## config.mk

```make
export PLATFORM = sky130hd
export DESIGN_NAME = riscv_prog_loader
export DESIGN_NICKNAME = d
export VERILOG_FILES = /design/src/rtl/riscv_prog_loader.sv
export SDC_FILE = /design/constraint.sdc
export NUM_CORES = 1
export LEC_CHECK = 0
export CAP_MARGIN = 0
export CORE_ASPECT_RATIO = 1.5
export CORE_UTILIZATION = 50
export CTS_CLUSTER_SIZE = 40
export DETAILED_ROUTE_END_ITERATION = 7
export PLACE_DENSITY = 0.8
export SYNTH_ARGS = -nofsm -noshare
export SYNTH_HDL_FRONTEND = slang
export SYNTH_SLANG_ARGS = --single-unit
```

## constraint.sdc

```tcl
create_clock -name clk -period 9.4 [get_ports clk]
set_clock_uncertainty 0.1 [all_clocks]
set_input_delay 0.94 -clock clk [delete_from_list [all_inputs] [get_ports clk]]
set_output_delay 0.94 -clock clk [all_outputs]
set_load 0.1 [all_outputs]
```

## src/rtl/riscv_prog_loader.sv

```systemverilog
// Program loader and run monitor for the RISC-V cores: streams a host image into Imem,
// sequences core reset/start, then watches the PC for completion, halt or timeout.
module riscv_prog_loader #(
    parameter int XLEN         = 32,
    parameter int IMEM_DEPTH   = 256,
    parameter int AW           = $clog2(IMEM_DEPTH),
    parameter int RST_CYCLES   = 2,
    parameter int STALL_CYCLES = 4,
    parameter int MAX_CYCLES   = 4096,
    parameter int CW           = 16
) (
    input  logic            clk,
    input  logic            reset,
    input  logic            load_req,
    input  logic [AW:0]     load_len,
    input  logic            host_valid,
    input  logic [XLEN-1:0] host_data,
    output logic            host_ready,
    output logic            imem_we,
    output logic [AW-1:0]   imem_addr,
    output logic [XLEN-1:0] imem_wdata,
    output logic            cpu_reset,
    output logic            cpu_start,
    input  logic [XLEN-1:0] pc,
    input  logic [XLEN-1:0] end_pc,
    output logic            busy,
    output logic            done,
    output logic            timeout,
    output logic [CW-1:0]   cycle_count
);

    localparam int RW = (RST_CYCLES > 1) ? $clog2(RST_CYCLES) : 1;
    localparam int SW = $clog2(STALL_CYCLES);

    typedef enum logic [2:0] {
        ST_IDLE,
        ST_LOAD,
        ST_RELEASE,
        ST_RUN,
        ST_DONE,
        ST_FAIL
    } state_t;

    state_t            state, state_nxt;
    logic [AW:0]       load_cnt, load_cnt_nxt;
    logic [AW:0]       len_q, len_nxt;
    logic [XLEN-1:0]   end_pc_q, end_pc_nxt;
    logic [RW-1:0]     rel_cnt, rel_cnt_nxt;
    logic [XLEN-1:0]   prev_pc, prev_pc_nxt;
    logic              prev_valid, prev_valid_nxt;
    logic [SW-1:0]     stall_cnt, stall_nxt;

    logic              host_ready_nxt, imem_we_nxt, cpu_reset_nxt, cpu_start_nxt;
    logic              busy_nxt, done_nxt, timeout_nxt;
    logic [AW-1:0]     imem_addr_nxt;
    logic [XLEN-1:0]   imem_wdata_nxt;
    logic [CW-1:0]     cycle_count_nxt;

    logic [AW:0]       len_clip;
    logic [AW:0]       load_cnt_inc;
    logic [CW-1:0]     cnt_inc;
    logic              pc_same;

    always_ff @(posedge clk or posedge reset) begin
        if (reset) begin
            state       <= ST_IDLE;
            load_cnt    <= '0;
            len_q       <= '0;
            end_pc_q    <= '0;
            rel_cnt     <= '0;
            prev_pc     <= '0;
            prev_valid  <= 1'b0;
            stall_cnt   <= '0;
            host_ready  <= 1'b0;
            imem_we     <= 1'b0;
            imem_addr   <= '0;
            imem_wdata  <= '0;
            cpu_reset   <= 1'b1;
            cpu_start   <= 1'b0;
            busy        <= 1'b0;
            done        <= 1'b0;
            timeout     <= 1'b0;
            cycle_count <= '0;
        end else begin
            state       <= state_nxt;
            load_cnt    <= load_cnt_nxt;
            len_q       <= len_nxt;
            end_pc_q    <= end_pc_nxt;
            rel_cnt     <= rel_cnt_nxt;
            prev_pc     <= prev_pc_nxt;
            prev_valid  <= prev_valid_nxt;
            stall_cnt   <= stall_nxt;
            host_ready  <= host_ready_nxt;
            imem_we     <= imem_we_nxt;
            imem_addr   <= imem_addr_nxt;
            imem_wdata  <= imem_wdata_nxt;
            cpu_reset   <= cpu_reset_nxt;
            cpu_start   <= cpu_start_nxt;
            busy        <= busy_nxt;
            done        <= done_nxt;
            timeout     <= timeout_nxt;
            cycle_count <= cycle_count_nxt;
        end
    end

    assign len_clip     = (load_len > (AW+1)'(IMEM_DEPTH)) ? (AW+1)'(IMEM_DEPTH) : load_len;
    assign load_cnt_inc = load_cnt + 1'b1;
    assign cnt_inc      = (&cycle_count) ? cycle_count : cycle_count + 1'b1;
    // The first RUN cycle has no previous PC, so it can never count towards a halt.
    assign pc_same      = prev_valid && (pc == prev_pc);

    always_comb begin
        state_nxt       = state;
        load_cnt_nxt    = load_cnt;
        len_nxt         = len_q;
        end_pc_nxt      = end_pc_q;
        rel_cnt_nxt     = rel_cnt;
        prev_pc_nxt     = prev_pc;
        prev_valid_nxt  = prev_valid;
        stall_nxt       = stall_cnt;
        host_ready_nxt  = 1'b0;
        imem_we_nxt     = 1'b0;
        imem_addr_nxt   = imem_addr;
        imem_wdata_nxt  = imem_wdata;
        cpu_reset_nxt   = cpu_reset;
        cpu_start_nxt   = cpu_start;
        done_nxt        = done;
        timeout_nxt     = timeout;
        cycle_count_nxt = cycle_count;

        case (state)
            ST_IDLE, ST_DONE, ST_FAIL: begin
                if (load_req) begin
                    done_nxt        = 1'b0;
                    timeout_nxt     = 1'b0;
                    cycle_count_nxt = '0;
                    cpu_reset_nxt   = 1'b1;
                    cpu_start_nxt   = 1'b0;
                    end_pc_nxt      = end_pc;
                    len_nxt         = len_clip;
                    load_cnt_nxt    = '0;
                    rel_cnt_nxt     = '0;
                    if (len_clip == '0) begin
                        state_nxt = ST_RELEASE;
                    end else begin
                        state_nxt      = ST_LOAD;
                        host_ready_nxt = 1'b1;
                    end
                end
            end
            ST_LOAD: begin
                host_ready_nxt = 1'b1;
                if (host_valid && host_ready) begin
                    imem_we_nxt    = 1'b1;
                    imem_addr_nxt  = load_cnt[AW-1:0];
                    imem_wdata_nxt = host_data;
                    load_cnt_nxt   = load_cnt_inc;
                    if (load_cnt_inc == len_q) begin
                        state_nxt      = ST_RELEASE;
                        host_ready_nxt = 1'b0;
                    end
                end
            end
            ST_RELEASE: begin
                if (rel_cnt == RW'(RST_CYCLES - 1)) begin
                    state_nxt      = ST_RUN;
                    cpu_reset_nxt  = 1'b0;
                    cpu_start_nxt  = 1'b1;
                    prev_valid_nxt = 1'b0;
                    stall_nxt      = '0;
                end else begin
                    rel_cnt_nxt = rel_cnt + 1'b1;
                end
            end
            ST_RUN: begin
                prev_pc_nxt    = pc;
                prev_valid_nxt = 1'b1;
                stall_nxt      = pc_same ? stall_cnt + 1'b1 : '0;
                // Completion is tested first so it beats a timeout landing on the same cycle.
                if ((pc == end_pc_q) || (pc_same && (stall_cnt == SW'(STALL_CYCLES - 1)))) begin
                    state_nxt     = ST_DONE;
                    done_nxt      = 1'b1;
                    cpu_start_nxt = 1'b0;
                end else begin
                    cycle_count_nxt = cnt_inc;
                    if (cnt_inc >= CW'(MAX_CYCLES)) begin
                        state_nxt     = ST_FAIL;
                        timeout_nxt   = 1'b1;
                        cpu_start_nxt = 1'b0;
                    end
                end
            end
            default: state_nxt = ST_IDLE;
        endcase

        busy_nxt = (state_nxt == ST_LOAD) || (state_nxt == ST_RELEASE) || (state_nxt == ST_RUN);
    end

endmodule

```

==> results.md, run 1 <==
- The flow ran to the end, and the final reports show no timing, DRC or antenna violations.
- The synthesized netlist contains 51 unique library cells.
- The number of cells in the design after placement is ~1,200.
- The worst min-delay path category is reg2reg.
- Setup repair after global routing left no endpoint under its margin.
- The share of async-settable or async-resettable flops after synthesis is 100%.
- The share of the core filled with cells is 68.6%.
- The post-route antenna net violation count is 0.
- CTS built an H-tree with a depth of 4.
- The area inside the core boundary is ~14,000 um^2.
- The CTS tree is yes.
- The number of diodes is 0.
- Setup violations remaining at the end of the flow were counted as 0.
- The synthesized instance count is 833.
- The highest-delay cell along the critical path is a21oi_1.
- The minimum clock period after layout is 3420 ps.
- At the worst endpoint, the arrival time is around 3600 ps.
- The vias per cell is approximately 5.2.
- Measured along the y axis, the die boundary spans 150 um.
- Together, buffers and inverters on the worst path number 1.
- For the worst setup path, the data required time is 9610 ps.
- The category of the critical setup timing path is in2reg.
- On the worst path, the slowest cell contributes a delay of 720 ps.
- The cell row count is 53.
- Clock tree synthesis selected as its root buffer the cell clkbuf_16.
- The nature of the critical path endpoint is a flop.
- The summed instance area of the synthesized netlist is ~7300 um^2.
- The wire length of the first global-routing pass is between 30,000 and 40,000 um.
- The most used flip-flop cell after synthesis is dfrtp_1.
- The number of gates resized after CTS was 0.
- The initial antenna violation count is 0.
- The initial core utilization is 51.4%.
- The overflow left after global routing is 0.
- The actual slew at the worst max-slew pin is 1020 ps.
- In this run the mean area of a mapped cell was about 8.7 um^2.
- The sum of routed wire length over all layers is 18,600 um.
- The power density normalized to cell area is approximately 350 nW/um^2.
- The number of nets handed over by synthesis was roughly 950.
- The final critical path takes up 36.3% of the cycle.
- After the flow finishes, the layout carries non-filler instances totaling 1,199.
- Total power for the finished layout comes to 0.00338 W.
- The detailed router's first-iteration violation count is 375.
- The detailed-route DRC error count is 0.
- The first-pass iteration count of the detailed router is 5.
- The count of state elements after synthesis is 152.
- During I/O placement, the number of pins put on the boundary was 172.
- After the last flow step, the layout net total stands at approximately 1,100.
- Global routing used 26.0% of the available tracks across all layers.
- The count of buffers from port buffering is 171.
- The cell family contributing the most delay on the critical path is compound AO/OA/AOI/OAI gates.
- The number of max-capacitance violations reported is 0.
- Leaving out fill and tap cells, the most frequent cells in the layout are nand2_1, clkdlybuf4s50_1, dfrtp_1, xor2_1, xnor2_1.
- CTS saw 152 sinks.
- The buffer levels on the longest clock path is 2.
- Clock-pin slew was measured on the worst setup and hold paths at 60 ps.
- The most common cell after layout, fill and taps aside is nand2_1.
- STA classifies the critical path startpoint as an input port.
- The maximum vdd drop is 0.000236 V.
- The estimated wirelength of the detail-placed design is 13,100 um.
- The share of the yosys chip area belonging to registers is about 52%.
- The number of hold buffers added after CTS was 0.
- Cells with a size suffix above 1 make up 4.67% of the layout.
- The clock latency at the later pin of the worst-skew pair is 420 ps.
- For this design the static power due to leakage is approximately 4.6 nW.
- The routed layout has 6,272 vias.
- The final number of max-transition violations is 0.
- The number of hold-slack violations in the final timing report is 0.
- The highest fanout seen on the critical path is 11.
- The final instance area is just under 10,000 um^2.
- The number of synthesized flops with an enable pin is 0.
- The final weighted congestion of routability-driven global placement is 0.882.
- Buffers inserted during clock tree synthesis total 17.
- Walking the worst path, the cells encountered are clkdlybuf4s50_1 > xnor2_1 > nand4_1 > nor4_2 > nand4_2 > a21oi_1 > o21ai_0 > o31ai_1.
- The die is roughly 100 um wide.
- The highest achievable clock rate is 293 MHz.
- The number of buffers added for setup after CTS is 0.
- Entering global routing, the biggest net connects 101 pins.
- The area after detailed placement is slightly above 9000 um^2.
- The final setup TNS is 0 ps.
- The area of the die is between 15,000 and 20,000 um^2.
- Dividing the detail-routed wire length by the instance count gives approximately 16 um.
- The relative slew slack is 31.9%.
- For this run, the number of Yosys warnings is 0.
- The number of global-route vias before repair is about 6,000.
- Relative to the synthesized area, the layout overhead comes to 33.5%.
final timing paths:
| kind | start | endpoint | slack, ps | cells past startpoint |
|---|---|---|---|---|
| worst min-delay path | imem_wdata[30] | imem_wdata[30] | 370 | 2 |
| worst max register to register | state[0] | cycle_count[3] | 6260 | 7 |
| min in group asynchronous | reset | len_q[4] | 970 | 2 |
| max in group asynchronous | reset | prev_pc[11] | 7030 | 3 |
| worst max-delay path | pc[2] | cycle_count[7] | 5980 | 8 |
| worst min register to register | imem_wdata[30] | imem_wdata[30] | 370 | 2 |
synthesized netlist by cell type (all sizes together), types with 2 or more instances:
cell	n	area [um^2]
nand2b	4	25.0
a21oi	9	45.0
a22o	2	17.5
o31ai	6	45.0
o21ai	30	150
mux2i	5	50.1
or3	2	12.5
clkbuf	24	90.1
nor2	20	75.1
nor3	8	40.0
mux2	3	33.8
inv	8	30.0
nand3	15	75.1
ha	3	37.5
a31oi	4	25.0
a21o	4	30.0
xnor2	37	324
and2	2	12.5
xor2	42	368
nor4	13	87.6
buf	11	65.1
nand3b	9	67.6
and3	4	25.0
dfrtp	151	3780
nand2	373	1400
nand4	18	119
nor2b	4	25.0
and4	2	20.0
a211oi	2	15.0
o31a	2	17.5
o21a	3	22.5
sequential cells by signal (all words and copies together) (netlist names):
| signal | flops |
|---|---|
| imem_we | 1 |
| host_ready | 1 |
| imem_wdata | 32 |
| stall_cnt | 2 |
| busy | 1 |
| len_q | 9 |
| rel_cnt | 1 |
| state | 3 |
| timeout | 1 |
| load_cnt | 9 |
| end_pc_q | 32 |
| imem_addr | 8 |
| cycle_count | 16 |
| done | 1 |
| cpu_start | 1 |
| prev_pc | 32 |
| cpu_reset | 1 |
| prev_valid | 1 |
worst reg2reg max path, stage by stage, from the launching register on:
cell and delay, ps:
dfrtp_1 560, nor2b_1 350, and2_1 180, buf_4 380, o31a_1 400, nand2_1 360, or4b_1 600, o21ai_1 120
per-layer routing:
metal  up-vias  wire (um)  part of all wire (%)  GRT usage (%)
li1       3039          -                     -              -
met1      2928       7130                    38           29.1
met2       261       9610                    52           45.6
met3        44       1100                   5.9           5.79
met4         0        783                   4.2           14.1
met5         -          0                     0              0
final cells by class:
class | count | area (um^2)
clock buffer | 18 | 429
clock inverter | 14 | 140
fill | 1124 | 4440
inverter | 8 | 35.0
multi-input combinational | 638 | 3280
sequential | 152 | 3800
tap | 192 | 240
timing repair buffer | 177 | 1760
kinds of logic after synthesis:
| logic type | Yosys count | synth area share (%) |
|---|---|---|
| adders and majority gates | 3 | 0.517 |
| buffers and inverters | 43 | 2.55 |
| xor gates and xnor gates | 79 | 9.53 |
| and+or+nand+nor | 478 | 27.8 |
| DFF | 152 | 52.4 |
| AOI/OAI and AO/OA | 70 | 6.00 |
| muxes | 8 | 1.16 |
power breakdown:
group | internal (W) | total (W) | leakage [nW] | switching, W
Sequential | 0.000910 | 0.00110 | 1.93 | 0.000191
Clock | 0.000371 | 0.000659 | 0.262 | 0.000288
Combinational | 0.000467 | 0.00162 | 2.38 | 0.00115
stage by stage:
| step | hold WS [ps] | setup slack (ps) |
|---|---|---|
| 6_report | 370 | 5980 |
| 5_1_grt | 387 | 5890 |
| 4_1_cts | 376 | 6090 |
| 3_5_place_dp | 361 | 5660 |
| 3_3_place_gp | 356 | 5780 |
| 2_1_floorplan | 345 | 4270 |
No activity file was read; power rests on OpenSTA's default activity.
==> run 2: changes to the inputs <==
--- a/config.mk
+++ b/config.mk
@@ -7,10 +7,10 @@
 export LEC_CHECK = 0
 export CAP_MARGIN = 0
 export CORE_ASPECT_RATIO = 1.5
-export CORE_UTILIZATION = 50
+export CORE_UTILIZATION = 45
 export CTS_CLUSTER_SIZE = 40
 export DETAILED_ROUTE_END_ITERATION = 7
-export PLACE_DENSITY = 0.8
+export PLACE_DENSITY = 0.76
 export SYNTH_ARGS = -nofsm -noshare
 export SYNTH_HDL_FRONTEND = slang
 export SYNTH_SLANG_ARGS = --single-unit
==> constraint.sdc (replaced) <==
create_clock -name clk -period 2.8 [get_ports clk]
set_clock_uncertainty 0.1 [all_clocks]
set_input_delay 0.28 -clock clk [delete_from_list [all_inputs] [get_ports clk]]
set_output_delay 0.28 -clock clk [all_outputs]
set_load 0.1 [all_outputs]
==> run 2 against run 1 <==
Routed wire length is 1.3% higher. Sequential power grew to 3.3 times the previous value. Critical path depth stayed put. Critical path type is now reg2reg. Largest cell class unchanged. Largest power group unchanged. Highest routed layer unchanged.
==> results.md, run 2 (synthesized netlist as in run 1, its figures left out) <==
- The area added between synthesis and finish is 34.4%.
- The flow ran to the end, and the final reports show no timing, DRC or antenna violations.
- The number of vias after detailed routing was 6,239 (-0.53%).
- The switching share of total power was 47.2% (-1.1 points).
- The critical path startpoint category is a flop.
- The number of buffers added for setup after CTS is 0 (unchanged).
- The signal on the critical path passes through ha_1 > nand3_1 > nor2_1 > xnor2_1 > nand4_1 > o21ai_1 > nand4_1 > o31a_1.
- The highest fanout seen on the critical path came to 7 (-4).
- The category of the critical setup timing path is reg2reg.
- The actual slew at the worst max-slew pin came to 760 ps (-259 ps).
- The overall power of the completed layout is 0.0115 W (+240%).
- The final weighted congestion of routability-driven global placement came to 0.831 (-5.8%).
- The number of filler cells placed in the layout is 1,353 (+20%).
- The relative slew slack came to 49.2% (+17 points).
- The initial core utilization was 46.2% (-5.1 points).
- The root buffer cell chosen for the clock tree is clkbuf_16.
- The pin count of the biggest net entering global routing is 89 (-12%).
- The portion of total power attributed to combinational logic is 47.5% (-0.4 points).
- The highest-delay cell along the critical path is dfrtp_1.
- The signal arrival time at the worst endpoint is 2670 ps (-960 ps).
- The top-level I/O count is 172 (unchanged).
- The post-route antenna net violation count is 0 (unchanged).
- The global-route usage over all layers is 23.6% (-2.4 points).
- The vias per cell came to 5.08 (-3.0%).
- The number of CTS-inserted buffers came to 17 (unchanged).
- The power spent charging and discharging nets came to 0.00544 W (+230%).
- In the layout the commonest cells are nand2_1, dfrtp_1, clkdlybuf4s50_1, buf_4, xor2_1.
- The sink count of the clock tree is 152 (unchanged).
- The number of global-route vias before repair is 6,149 (-0.15%).
- The clock latency at the later pin of the worst-skew pair was 420 ps (about the same).
- The worst setup path is captured at a flop.
- The detailed-route DRC error count was 0 (unchanged).
- TritonCTS built the clock tree.
- The power density normalized to cell area is 1180 nW/um^2 (+240%).
- The highest achievable clock rate is 402 MHz.
- The setup-violating endpoint count in the final report is 0 (unchanged).
- The maximum single-stage delay on the critical path came to 450 ps (-270 ps).
- The wire length of the first global-routing pass was 30,400 um (+1.1%).
- The overflow left after global routing is 0 (unchanged).
- The initial antenna violation count is 0 (unchanged).
- The detailed router's first-iteration violation count is 297 (-21%).
- The part of the power in the clock network is 20.5% (+1.0 points).
- The number of diodes is 0 (unchanged).
- The maximum vdd drop came to 0.000961 V (+310%).
- The most common cell after layout, fill and taps aside is nand2_1.
- The die span in x is 106 um (+5.3%).
- The required time at the worst-slack endpoint was 2990 ps (-6620 ps).
- The cell row count is 56 (+5.7%).
- Dividing the final minimum period by the clock period gives between 80 and 90%.
- In this run the worst hold path is classified as in2async.
- The final routed wire length divided by cell count was 15.3 um (-1.2%).
- The cell-internal power is 0.00607 W (+250%).
- The hold-fix buffer count after cts is 0 (unchanged).
- The share of final-layout standard cells stronger than drive strength 1 is 12.4% (+7.7 points).
- The buffer levels on the longest clock path came to 2 (unchanged).
- The CTS clock-pin slew for the worst setup and hold paths is 70 ps (about the same).
- The layout net count is 1,125 (+1.7%).
- The area inside the core boundary is 15,700 um^2 (+11%).
- The count of cells resized by post-cts repair is 0 (unchanged).
- The cell count of the worst reg-to-reg path is 8 (+1).
- The leakage power figure is 4.80 nW (+5.0%).
- The count of buffers from port buffering came to 171 (unchanged).
- The area of the die was 16,600 um^2 (+11%).
- The sequential group share of total power came to 32.0% (-0.6 points).
- The final setup TNS came to 0 ps (unchanged).
- The first-pass iteration count of the detailed router is 4 (-1).
- Setup repair after global routing left no endpoint under its margin.
- The smallest clock period supported by the final layout is computed as 2490 ps.
- The share of the core filled with cells came to 62.2% (-6.4 points).
- The floorplan die height was 158 um (+5.3%).
- The estimated wirelength of the detail-placed design was 13,600 um (+4.1%).
- The final number of max-transition violations came to 0 (unchanged).
- The sum of routed wire length over all layers came to 18,900 um (+1.3%).
- The most frequent cell on the critical path is nand4_1.
- The number of max-capacitance violations reported is 0 (unchanged).
- The number of levels the H-tree was split into is 4 (unchanged).
- The number of hold-slack violations in the final timing report is 0 (unchanged).
- In the final layout, the registers with the most flip-flops are end_pc_q x32, imem_wdata x32, prev_pc x32.
run 2: cell types whose count changed in the layout (fill, tap and decap cells not counted), sizes merged:
cell / change
clkdlybuf4s50: -63
buf: +82
clkinvlp: -2
bufinv: +2
inv: -5
clkinv: +1
clkbuf: +4
run 2: path summary, 6_finish.rpt:
check                         startpoint  slack (ps)              end
max in group asynchronous          reset        1910  cycle_count[11]
min reg2reg                imem_wdata[7]         380    imem_wdata[7]
max                          load_cnt[0]         310             busy
min in group clk              end_pc[24]         290     end_pc_q[24]
max reg2reg                  load_cnt[0]         310             busy
min                                reset         230       prev_pc[7]
run 2: metrics by stage:
step | hold WS, ps | worst slack, ps | area (um^2) | cells
6_report | 229 | 313 | 9760 | 1229
5_1_grt | 273 | 118 | 9760 | 1229
4_1_cts | 259 | 324 | 9760 | 1229
3_5_place_dp | 364 | 34.2 | 9150 | 1197
3_3_place_gp | 359 | 53.3 | 9150 | 1197
2_1_floorplan | 285 | 120 | 7260 | 833
run 2: worst max-delay path: cells and delay by family (launching register included):
family	cells	cell delay, ps
compound gates	2	540
xor+xnor	1	150
fa+ha+maj	1	350
flops	1	450
simple gates	4	760
run 2: power groups by stage:
stage	combinational [W]	sequential [W]	clock (W)
after detailed placement	0.00550	0.00372	0
after CTS	0.00552	0.00368	0.00241
after floorplan	0.00204	0.00570	0
after global placement	0.00542	0.00368	0
after global routing	0.00587	0.00378	0.00251
final	0.00547	0.00368	0.00236
run 2: cell type report:
cell class / count / area [um^2] / area share, %
Tap cell: 203 / 254 / 2.60
Inverter: 8 / 33.8 / 0.346
Sequential cell: 152 / 3800 / 39.0
Timing Repair Buffer: 196 / 1780 / 18.2
Clock inverter: 10 / 141 / 1.45
Multi-Input combinational cell: 638 / 3280 / 33.6
Clock buffer: 22 / 464 / 4.76
run 2: routing by layer:
| layer | track usage, % | vias to the layer above | wire, um |
|---|---|---|---|
| li1 | - | 3071 | - |
| met1 | 26.8 | 2915 | 7530 |
| met2 | 42.6 | 214 | 9750 |
| met3 | 5.09 | 39 | 992 |
| met4 | 10.2 | 0 | 572 |
| met5 | 0 | - | 0 |
==> run 3: changes to the inputs <==
--- a/config.mk
+++ b/config.mk
@@ -7,6 +7,7 @@
 export LEC_CHECK = 0
 export CAP_MARGIN = 0
 export CORE_ASPECT_RATIO = 1.5
+export CORE_MARGIN = 5
 export CORE_UTILIZATION = 45
 export CTS_CLUSTER_SIZE = 40
 export DETAILED_ROUTE_END_ITERATION = 7
==> run 3 against run 2 <==
First-iteration DRC count increased by 12%. Total power decreased by 0.32%. Critical path type unchanged. Routed wire length increased by 3.6%. Die area increased by 13%. Sequential share of layout area increased by 0.10 points. Cell count increased by 0.24%. Clock power about the same. Hold slack improved by 4.6 ps. Sequential cell count unchanged. Global-route usage decreased by 2.5 points.
==> results.md, run 3 (synthesized netlist as in run 1, its figures left out) <==
- The layout net count is 1,125 (unchanged).
- The highest fanout seen on the critical path is 7 (unchanged).
- The number of filler cells placed in the layout is 1,369 (+1.2%).
- The switching share of total power was 47.5% (+0.24 points).
- The number of CTS-inserted buffers was 17 (unchanged).
- The global-route usage over all layers is 21.1% (-2.5 points).
- The number of buffers and inverters on the critical path is 0 (unchanged).
- The combined area of the multi-input logic cells is 3280 um^2 (about the same).
- The category of the critical setup timing path is reg2reg.
- The pin count of the biggest net entering global routing is 70 (-21%).
- The highest achievable clock rate was 395 MHz (-1.7%).
- The final weighted congestion of routability-driven global placement is 0.901 (+8.4%).
- The overflow left after global routing is 0 (unchanged).
- The buffer levels on the longest clock path was 2 (unchanged).
- The leakage power figure is 4.78 nW (-0.45%).
- The cell-internal power is 0.00603 W (-0.77%).
- The most numerous cell type found on the critical path is nand4_1.
- The library cell used most frequently in the layout, excluding fill and tap cells, is nand2_1.
- The wire length of the first global-routing pass came to 31,300 um (+2.9%).
- The largest individual stage delay along the critical path comes from the cell dfrtp_1.
- The CTS clock-pin slew for the worst setup and hold paths is 60 ps (about the same).
- The actual slew at the worst max-slew pin is 589 ps (-170 ps).
- The post-route antenna net violation count is 0 (unchanged).
- The relative slew slack is 60.7% (+11 points).
- The number of hold-slack violations in the final timing report is 0 (unchanged).
- The minimum clock period after layout was 2530 ps (+42.3 ps).
- The required time at the worst-slack endpoint is 2990 ps (about the same).
- The cell row count came to 57 (+1.8%).
- The number of levels the H-tree was split into is 4 (unchanged).
- In this run the worst setup path begins at load_cnt[0].
- The clock latency at the later pin of the worst-skew pair came to 410 ps (about the same).
- The vias per cell is 5.11 (+0.57%).
- The estimated wirelength of the detail-placed design is 14,400 um (+5.7%).
- The detailed router's first-iteration violation count came to 334 (+12%).
- The maximum vdd drop was 0.000814 V (-15%).
- The maximum single-stage delay on the critical path is 490 ps (+40 ps).
- The sink count of the clock tree was 152 (unchanged).
- STA classifies the critical path endpoint as a flop.
- The share of the cycle needed by the critical path after routing is 90.3% (+1.5 points).
- The sequential group share of total power is 32.2% (+0.2 points).
- The flow ran to the end, and the final reports show no timing, DRC or antenna violations.
- The portion of total power attributed to combinational logic is 47.4% (about the same).
- The worst hold-check slack is 233 ps (+4.57 ps).
- The path class of the tightest hold or removal check is in2async.
- The final setup TNS came to 0 ps (unchanged).
- The startpoint of the most critical register-to-register path is load_cnt[0].
- TritonCTS built the clock tree.
- The power density normalized to cell area is 1180 nW/um^2 (about the same).
- The floorplan die height is 166 um (+5.1%).
- STA classifies the critical path startpoint as a flop.
- The kind of cell with the highest combined delay along the critical path is simple AND/OR/NAND/NOR gates.
- In the layout the commonest cells are nand2_1, dfrtp_1, clkdlybuf4s50_1, buf_4, xor2_1.
- The number of global-route vias before repair was 6,333 (+3.0%).
- The initial core utilization is 45.2% (-1.0 points).
- The number of max-capacitance violations reported came to 0 (unchanged).
- The cell at the root of the clock tree is clkbuf_16.
- The register area was 3800 um^2 (unchanged).
- The final number of max-transition violations was 0 (unchanged).
- The count of buffers from port buffering is 171 (unchanged).
- The share of final-layout standard cells stronger than drive strength 1 is 12.5% (+0.097 points).
- The area growth from synthesis to layout is 34.1%.
- Walking the worst path, the cells encountered are ha_2 > nand3_1 > nor2_1 > xnor2_1 > nand4_1 > o21ai_1 > nand4_1 > o31a_1.
- The top-level I/O count is 172 (unchanged).
- The die span in x is 114 um (+7.6%).
- The signal arrival time at the worst endpoint came to 2720 ps (+50 ps).
- The area inside the core boundary is 16,000 um^2 (+2.2%).
- The number of vias after detailed routing is 6,290 (+0.82%).
- The final routed wire length divided by cell count is 15.9 um (+3.4%).
- The part of the power in the clock network is 20.4% (about the same).
- The sum of routed wire length over all layers is 19,500 um (+3.6%).
- Setup repair after global routing left no endpoint under its margin.
- The detailed-route DRC error count was 0 (unchanged).
- The largest registers in the layout are end_pc_q x32, imem_wdata x32, prev_pc x32.
- The number of diodes is 0 (unchanged).
- The power spent charging and discharging nets is 0.00545 W (+0.18%).
- The first-pass iteration count of the detailed router came to 5 (+1).
- The number of buffers added for setup after CTS is 0 (unchanged).
- The area of the die is 18,800 um^2 (+13%).
- The setup-violating endpoint count in the final report is 0 (unchanged).
- The initial antenna violation count is 0 (unchanged).
[run 3: changes by cell type in the layout (fill, tap and decap cells not counted), moves of 2 or more]
cell	change
inv_6	-2
buf_12	-2
buf_4	+2
clkinv_4	+2
[run 3: routing by layer]
layer / up-vias / share of wire (%) / GRT usage [%]
li1: 3064 / - / -
met1: 2947 / 38 / 23.9
met2: 236 / 52 / 38.6
met3: 43 / 7.0 / 4.41
met4: 0 / 3.1 / 8.53
met5: - / 0 / 0
[run 3: worst min-delay path, stage by stage]
cell and delay (ps):
clkdlybuf4s50_1 440, clkinvlp_4 120, buf_12 320
[run 3: area by class of cell]
| type | instances | share of cell area (%) |
|---|---|---|
| Timing Repair Buffer | 196 | 18.0 |
| Sequential cell | 152 | 39.1 |
| Inverter | 8 | 0.347 |
| Multi-Input combinational cell | 638 | 33.7 |
| Clock inverter | 11 | 1.53 |
| Clock buffer | 21 | 4.63 |
| Tap cell | 206 | 2.65 |
[run 3: power by group through the flow]
stage          sequential [W]  combinational, W  clock [W]
2_1_floorplan         0.00570           0.00204          0
3_3_place_gp          0.00368           0.00539          0
3_5_place_dp          0.00372           0.00547          0
4_1_cts               0.00369           0.00550    0.00238
5_1_grt               0.00380           0.00587    0.00246
6_report              0.00369           0.00544    0.00234
[run 3: repair_timing]
action,CTS,global route
setup endpoints to repair,0,1
gates resized for setup,0,1
hold buffers,0,0
[run 3: per-stage QoR]
stage                     total power (W)  std cells  area [um^2]  setup slack (ps)  utilization [%]
after global placement            0.00907       1200         9130               114             56.9
final                              0.0115       1232         9730               271             60.6
after global routing               0.0121       1232         9730              63.6             60.6
after CTS                          0.0116       1232         9730               250             60.6
after floorplan                   0.00773        833         7260               120                -
after detailed placement          0.00919       1200         9130              83.7             56.9
[run 3: final timing paths]
check / end / cells after the start / slack [ps]
setup / recovery: busy / 8 / 270
hold / removal: end_pc_q[7] / 3 / 230
setup reg to reg: busy / 8 / 270
hold reg to reg: imem_wdata[26] / 2 / 370
max in group asynchronous: host_ready / 3 / 1860
min in group clk: end_pc_q[20] / 3 / 290
